**config.mk**
```make
export PLATFORM = sky130hd
export DESIGN_NAME = ula_flag_wb
export DESIGN_NICKNAME = d
export VERILOG_FILES = /design/src/rtl/ula_flag_wb.sv
export SDC_FILE = /design/constraint.sdc
export NUM_CORES = 1
export LEC_CHECK = 0
export CAP_MARGIN = 5
export CORE_MARGIN = 2
export CORE_UTILIZATION = 40
export CTS_CLUSTER_SIZE = 40
export DETAILED_ROUTE_END_ITERATION = 7
export GPL_TIMING_DRIVEN = 0
export PLACE_DENSITY = 0.84
export SLEW_MARGIN = 20
export SYNTH_ARGS = -nofsm -noshare
export SYNTH_HDL_FRONTEND = slang
export SYNTH_SLANG_ARGS = --single-unit
```
**constraint.sdc**
```tcl
create_clock -name CLK -period 3.5 [get_ports CLK]
set_input_delay 0.35 -clock CLK [delete_from_list [all_inputs] [get_ports CLK]]
set_output_delay 0.35 -clock CLK [all_outputs]
set_load 0.1 [all_outputs]
```
**src/rtl/ula_flag_wb.sv**
```systemverilog
// ula_flag_wb: writeback stage on the ALU output side.
// Holds one ALU result in an output register until the register file
// takes it, keeps the committed {O,C,S,Z} flag register updated with the
// per-OP flag mask, and evaluates branch conditions on the committed flags.
module ula_flag_wb #(
    parameter int bits = 16,
    parameter int RW   = 3
) (
    input  logic            CLK,
    input  logic            RST,
    input  logic            IN_VALID,
    output logic            IN_READY,
    input  logic [4:0]      OP,
    input  logic [bits-1:0] RESU,
    input  logic            O,
    input  logic            C,
    input  logic            S,
    input  logic            Z,
    input  logic [RW-1:0]   DEST,
    output logic            WB_VALID,
    input  logic            WB_READY,
    output logic [bits-1:0] WB_DATA,
    output logic [RW-1:0]   WB_ADDR,
    output logic [3:0]      FLAGS,
    input  logic            CLR_FLAGS,
    input  logic [3:0]      COND,
    output logic            COND_TRUE
);

    typedef enum logic [0:0] {
        ST_EMPTY = 1'b0,
        ST_FULL  = 1'b1
    } state_t;

    state_t            state_r;
    state_t            state_nx_s;
    logic [bits-1:0]   data_r;
    logic [RW-1:0]     addr_r;
    logic [3:0]        flags_r;
    logic [3:0]        flags_nx_s;
    logic [3:0]        flags_base_s;
    logic [3:0]        mask_s;
    logic              writes_s;
    logic              accept_s;
    logic              drain_s;
    logic              cond_s;

    assign IN_READY = !RST && ((state_r == ST_EMPTY) || WB_READY);
    assign accept_s = IN_VALID && IN_READY;
    assign drain_s  = (state_r == ST_FULL) && WB_READY;

    assign WB_VALID  = (state_r == ST_FULL);
    assign WB_DATA   = data_r;
    assign WB_ADDR   = addr_r;
    assign FLAGS     = flags_r;
    assign COND_TRUE = cond_s;

    // Decode which flags an OP produces and whether it writes back.
    always_comb begin
        mask_s   = 4'b0000;
        writes_s = 1'b0;
        casez (OP)
            5'b00???: begin mask_s = 4'b1111; writes_s = 1'b1; end
            5'b0100?: begin mask_s = 4'b0111; writes_s = 1'b1; end
            5'b01???: begin mask_s = 4'b0000; writes_s = 1'b0; end
            5'b10000: begin mask_s = 4'b0001; writes_s = 1'b1; end
            5'b10011: begin mask_s = 4'b0000; writes_s = 1'b1; end
            5'b11111: begin mask_s = 4'b0000; writes_s = 1'b1; end
            5'b1????: begin mask_s = 4'b0011; writes_s = 1'b1; end
            default:  begin mask_s = 4'b0000; writes_s = 1'b0; end
        endcase
    end

    // Next-state logic for the one-entry output register.
    always_comb begin
        state_nx_s = state_r;
        case (state_r)
            ST_EMPTY: begin
                if (accept_s && writes_s) begin
                    state_nx_s = ST_FULL;
                end else begin
                    state_nx_s = ST_EMPTY;
                end
            end
            ST_FULL: begin
                if (accept_s) begin
                    state_nx_s = writes_s ? ST_FULL : ST_EMPTY;
                end else if (drain_s) begin
                    state_nx_s = ST_EMPTY;
                end else begin
                    state_nx_s = ST_FULL;
                end
            end
            default: state_nx_s = ST_EMPTY;
        endcase
    end

    // Next flag value: clear first, then the masked update overrides its bits.
    always_comb begin
        flags_base_s = CLR_FLAGS ? 4'b0000 : flags_r;
        flags_nx_s   = flags_base_s;
        if (accept_s) begin
            flags_nx_s = (flags_base_s & ~mask_s) | ({O, C, S, Z} & mask_s);
        end else begin
            flags_nx_s = flags_base_s;
        end
    end

    // Branch condition evaluation on committed flags only.
    always_comb begin
        cond_s = 1'b0;
        case (COND)
            4'd0:    cond_s = 1'b1;
            4'd1:    cond_s = flags_r[0];
            4'd2:    cond_s = !flags_r[0];
            4'd3:    cond_s = flags_r[1];
            4'd4:    cond_s = !flags_r[1];
            4'd5:    cond_s = flags_r[2];
            4'd6:    cond_s = !flags_r[2];
            4'd7:    cond_s = flags_r[3];
            4'd8:    cond_s = !flags_r[3];
            4'd9:    cond_s = flags_r[1] ^ flags_r[3];
            4'd10:   cond_s = !(flags_r[1] ^ flags_r[3]);
            4'd11:   cond_s = flags_r[0] | (flags_r[1] ^ flags_r[3]);
            4'd12:   cond_s = !flags_r[0] & !(flags_r[1] ^ flags_r[3]);
            4'd13:   cond_s = flags_r[2] & !flags_r[0];
            4'd14:   cond_s = !flags_r[2] | flags_r[0];
            4'd15:   cond_s = 1'b0;
            default: cond_s = 1'b0;
        endcase
    end

    // State register; reset drops any held entry without writeback.
    always_ff @(posedge CLK) begin
        if (RST) begin
            state_r <= ST_EMPTY;
        end else begin
            state_r <= state_nx_s;
        end
    end

    // Result/destination register, loaded on every accept.
    always_ff @(posedge CLK) begin
        if (RST) begin
            data_r <= {bits{1'b0}};
            addr_r <= {RW{1'b0}};
        end else if (accept_s) begin
            data_r <= RESU;
            addr_r <= DEST;
        end else begin
            data_r <= data_r;
            addr_r <= addr_r;
        end
    end

    // Architectural flag register.
    always_ff @(posedge CLK) begin
        if (RST) begin
            flags_r <= 4'b0000;
        end else begin
            flags_r <= flags_nx_s;
        end
    end

endmodule

```
[Word-level counts from Yosys, hierarchy flattened]
Index checks and enable logic that the tools add are counted.
Storage, ports and cells
  word-level logic and storage cells: 64
  flip-flop bits (word level): 24
Cells by class
  bitwise logic cells: 10
  equality and inequality tests: 20
  reduce and logical (&&, ||, !) cells: 16
  mux-type cells: 14
Operators with widths (count)
  $eq 4x4->1 const B: 8
  $eq 4x3->1 const B: 5
  $pmux 1 s16: 1
  $pmux 4 s2: 2
  $eq 5x5->1 const B: 3
  $mux 4: 3
  $and 4x4->4: 2
  $eq 4x2->1 const B: 2
  $logic_not 1->1: 6
  $mux 1: 6
  $reduce_or 3->1: 2
  $eq 4x1->1 const B: 1
  $logic_and 1x1->1: 4
  $logic_not 4->1: 1
  $not 4->4: 1
  $or 4x4->4: 1
  $pmux 1 s2: 2
  $and 1x1->1: 2
  $eq 2x1->1 const B: 1
  $logic_not 2->1: 1
  $or 1x1->1: 2
  $reduce_or 2->1: 1
  $logic_or 1x1->1: 1
  $not 1->1: 1
  $xor 1x1->1: 1

[Depth between registers and ports, before layout]
Gate-level depths: netlist of run 1.
  depth in word-level cells: 8
  gate-level depth with buffers: 6
  depth with buffers taken out: 5

[Worst setup path before layout of run 1]
Ideal clock, no wire load.
  path type: flip-flop to output port
  start point: register flags_r[3] (netlist: FLAGS[3])
  end point: output COND_TRUE
  setup slack: 0.639 ns
  stages on the path, launching flop included: 6
  path buffers: 0
  arrival: 2.511 ns
  cell sequence: dfxtp_1 xnor2_1 a21oi_1 o2111ai_1 o41ai_1 or4_1
Between the ends
  cells in the longest elaborated chain, start to end: 4
  elaborated cells on any way between the ends: 6
RTL lines
  start: declaration: line 39  | logic [3:0] flags_r;
  start signal: assignment: line 161  | flags_r <= flags_nx_s;
  $xor 1x1->1
  $logic_not 1->1: line 123, 125
  $and 1x1->1: line 125  | 4'd12: cond_s = !flags_r[0] & !(flags_r[1] ^ flags_r[3]);
  $pmux 1 s16 (*): line 112  | case (COND)
  end: declaration: line 27  | output logic COND_TRUE
Mark *: on every way between the ends. The rest lies on a longest branch, timed or not.

[Final worst setup path of run 1]
Ends and elaborated chain as after synthesis.

==> impl_metrics.ini, run 1 <==
[drt]
detail-route-antenna-nets = 0
drtIter0Drc = 43
routed_wire_length_per_instance_um = 12.1
postRouteWirelength_mm = 2.96
vias_per_std_cell = 5.10
drtPass1Iterations = 4
remaining_drc_errors = 0
routed-via-count = 1249

[timing]
grt_setup_unrepaired = false
final_critical_path_setup_slack_ns = 0.362
timing.setup.tns_ns = 0
clock_skew_after_layout_ns = 0.000326
hold_violations = 0
fmax_ghz = 0.319
setup_violations = 0
max_slew.worst_pin.slew_ns = 0.994
max_slew_margin_pct = 33.6
period_minus_slack_ns = 3.14
maxSlewViolCount = 0
layout_worst_path_cycle_share_pct = 89.7

[synth]
yosysUniqueCellTypes = 30
syn-instance-count = 150
synth_area_leaders = dfxtp_1 43%, nand2_1 16%, nand3_1 10%, a21oi_1 2.7%, mux2i_1 2.7%
syn-cell-area_um2 = 1100
syn_avg_cell_area_um2 = 7.37
register_area_share_after_synthesis_pct = 43.5
synthFlopType = dfxtp_1
post_synth_edffs = 0
ys_ff_latch = 24
area_share_of_the_leading_cell_type_in_the_synthesized_netlist_pct = 43.5
synth.net_count = 187
synth-async-reset-ratio_pct = 0
yosysWarningCount = 0
synth.largest_area_cell = dfxtp_1

[power_and_ir_drop]
leakage_nw = 0.746
pwr_density_cell_nw_per_um2 = 415
power.ir.vdd_worst_mv = 0.364
report.power.total_uw = 739

[global_routing]
grt.total_usage_pct = 19.0
overflow = 0
first_global_vias = 1126
pin_count_of_the_biggest_net_entering_global_routing = 14
initial_antenna_violation_count = 0
grt_first_pass_wirelength_mm = 4.88

[worst_setup_path]
timing.critical_path.fanout_max = 8
critical_path.endpoint_type = output pin
cp_data_required_time_ns = 3.15
timing_worst_setup_path_type = reg -> out
worstPathArrival_ns = 2.79
critical_path.startpoint_type = register

[clock_network]
ctsLongestPathBuffers = 2
clock_tree.htree_level_count = 1
clkSlewWorstSetupHoldPaths_ns = 0.12
worst_skew_pair.late_latency_ns = 0.31
cts_buffers = 3
hold_buffers = 0
root_buffer = clkbuf_4
clock-sinks = 24
cts_resized = 0
cts_setup_buffers = 0
cts_tree = done

[place]
dpl-instance-area_um2 = 1740
pre_cts_slack_ns = 0.457
post-dp-hpwl_mm = 2.31
gp_routability_congestion = 0.830
port_buffers = 60

[floorplan]
die_x_um = 56.6
io-pin-count = 63
floorplan.core_area_um2 = 2690
die_y_um = 56.6
num_rows = 19
design.die.area_um2 = 3200
initial_utilization_pct = 41.1

[run_status]
outcome = finished clean

[cells_and_area]
drive_gt1_share_pct = 4.67
layout.cell_area.non_filler_um2 = 1780
antenna_cells_inserted = 0
layout-area-overhead-vs-synth_pct = 61.2
fillCellCount = 241
finalNetCount = 252
final_util_pct = 66.3

[job]
max-cap-violations = 0

[hold_path]
hold_path.class = reg -> reg
[worst max-delay path: stages (launching register included)]
cell and delay, ns:
dfxtp_1 0.48, xnor2_1 0.18, a21oi_1 0.10, o2111ai_1 0.18, o41ai_1 0.10, or4_1 0.46
clkdlybuf4s50_1 0.98
[logic make-up (layout without fill, tap and decap cells)]
family	after synthesis	count (layout)	share of synthesized area (%)
AND/OR/NAND/NOR	90	90	36.2
buffers and inverters	11	75	4.42
AO/OA/AOI/OAI	19	19	10.8
multiplexers	3	3	2.72
flip-flops	24	24	43.5
XOR/XNOR	3	3	2.38
[cells in the mapped netlist, types with 2 or more instances]
library cell	n
mux2i_1	3
nor2_1	7
nand2_1	47
dfxtp_1	24
inv_1	3
nor2b_1	3
a31o_2	2
nor3_1	2
nor3b_1	2
a21oi_1	6
xnor2_1	2
nor4_1	2
clkbuf_1	3
nand3_1	23
o21ai_0	5
buf_2	2
[state kept, by name (all words and copies together), names as in the netlist]
name      flops
WB_ADDR       3
WB_DATA      16
FLAGS         4
WB_VALID      1
[cell type report]
| class | count | area (um2) | area share [%] |
|---|---|---|---|
| well taps | 31 | 38.8 | 2.18 |
| repair buffers | 60 | 601 | 33.7 |
| clock buffers | 4 | 36.3 | 2.04 |
| plain buffers | 8 | 37.5 | 2.11 |
| multi-input cells | 115 | 576 | 32.3 |
| inverters | 3 | 11.3 | 0.632 |
| flip-flops and latches | 24 | 480 | 27.0 |
[per-stage QoR]
| step | hold slack (ns) | instances |
|---|---|---|
| final | 0.461 | 245 |
| after detailed placement | 0.447 | 241 |
| after CTS | 0.465 | 245 |
| after global routing | 0.482 | 245 |
| after global placement | 0.441 | 241 |
| after floorplan | 0.419 | 150 |
[power breakdown]
group	switching (mW)	total (mW)	internal [mW]
clock	0.0798	0.143	0.0635
sequential	0.0111	0.303	0.292
combinational	0.204	0.293	0.0885
total	0.295	0.739	0.444
[layout by cell type (no fill, tap or decap), types with 2 or more instances in the layout]
| cell type | n |
|---|---|
| a21oi_1 | 6 |
| a31o_2 | 2 |
| buf_2 | 2 |
| clkbuf_1 | 3 |
| clkbuf_4 | 3 |
| clkdlybuf4s50_1 | 60 |
| dfxtp_1 | 24 |
| inv_1 | 3 |
| mux2i_1 | 3 |
| nand2_1 | 47 |
| nand3_1 | 23 |
| nor2_1 | 7 |
| nor2b_1 | 3 |
| nor3_1 | 2 |
| nor3b_1 | 2 |
| nor4_1 | 2 |
| o21ai_0 | 5 |
| xnor2_1 | 2 |
[path summary, 6_finish.rpt]
kind,slack (ns),start,cells after the start,end
hold / removal,0.46,WB_DATA[1],2,WB_DATA[1]
setup reg to reg,1.99,WB_VALID,6,WB_DATA[2]
hold reg to reg,0.46,WB_DATA[1],2,WB_DATA[1]
setup / recovery,0.36,FLAGS[3],6,COND_TRUE
[layer usage]
layer / wire (um) / vias to the layer above / global-route usage [%]
li1: - / 636 / -
met1: 1270 / 559 / 22.7
met2: 1410 / 48 / 32.1
met3: 220 / 6 / 3.92
met4: 62 / 0 / 9.18
met5: 0 / - / 0
No activity file was read; power rests on OpenSTA's default activity.
==> inputs of run 2 (changes only) <==
SKIP_CTS_REPAIR_TIMING = 1   (was not set)
==> results of run 2 <==
Final layout, timing and power as in run 1 (identical DEF).
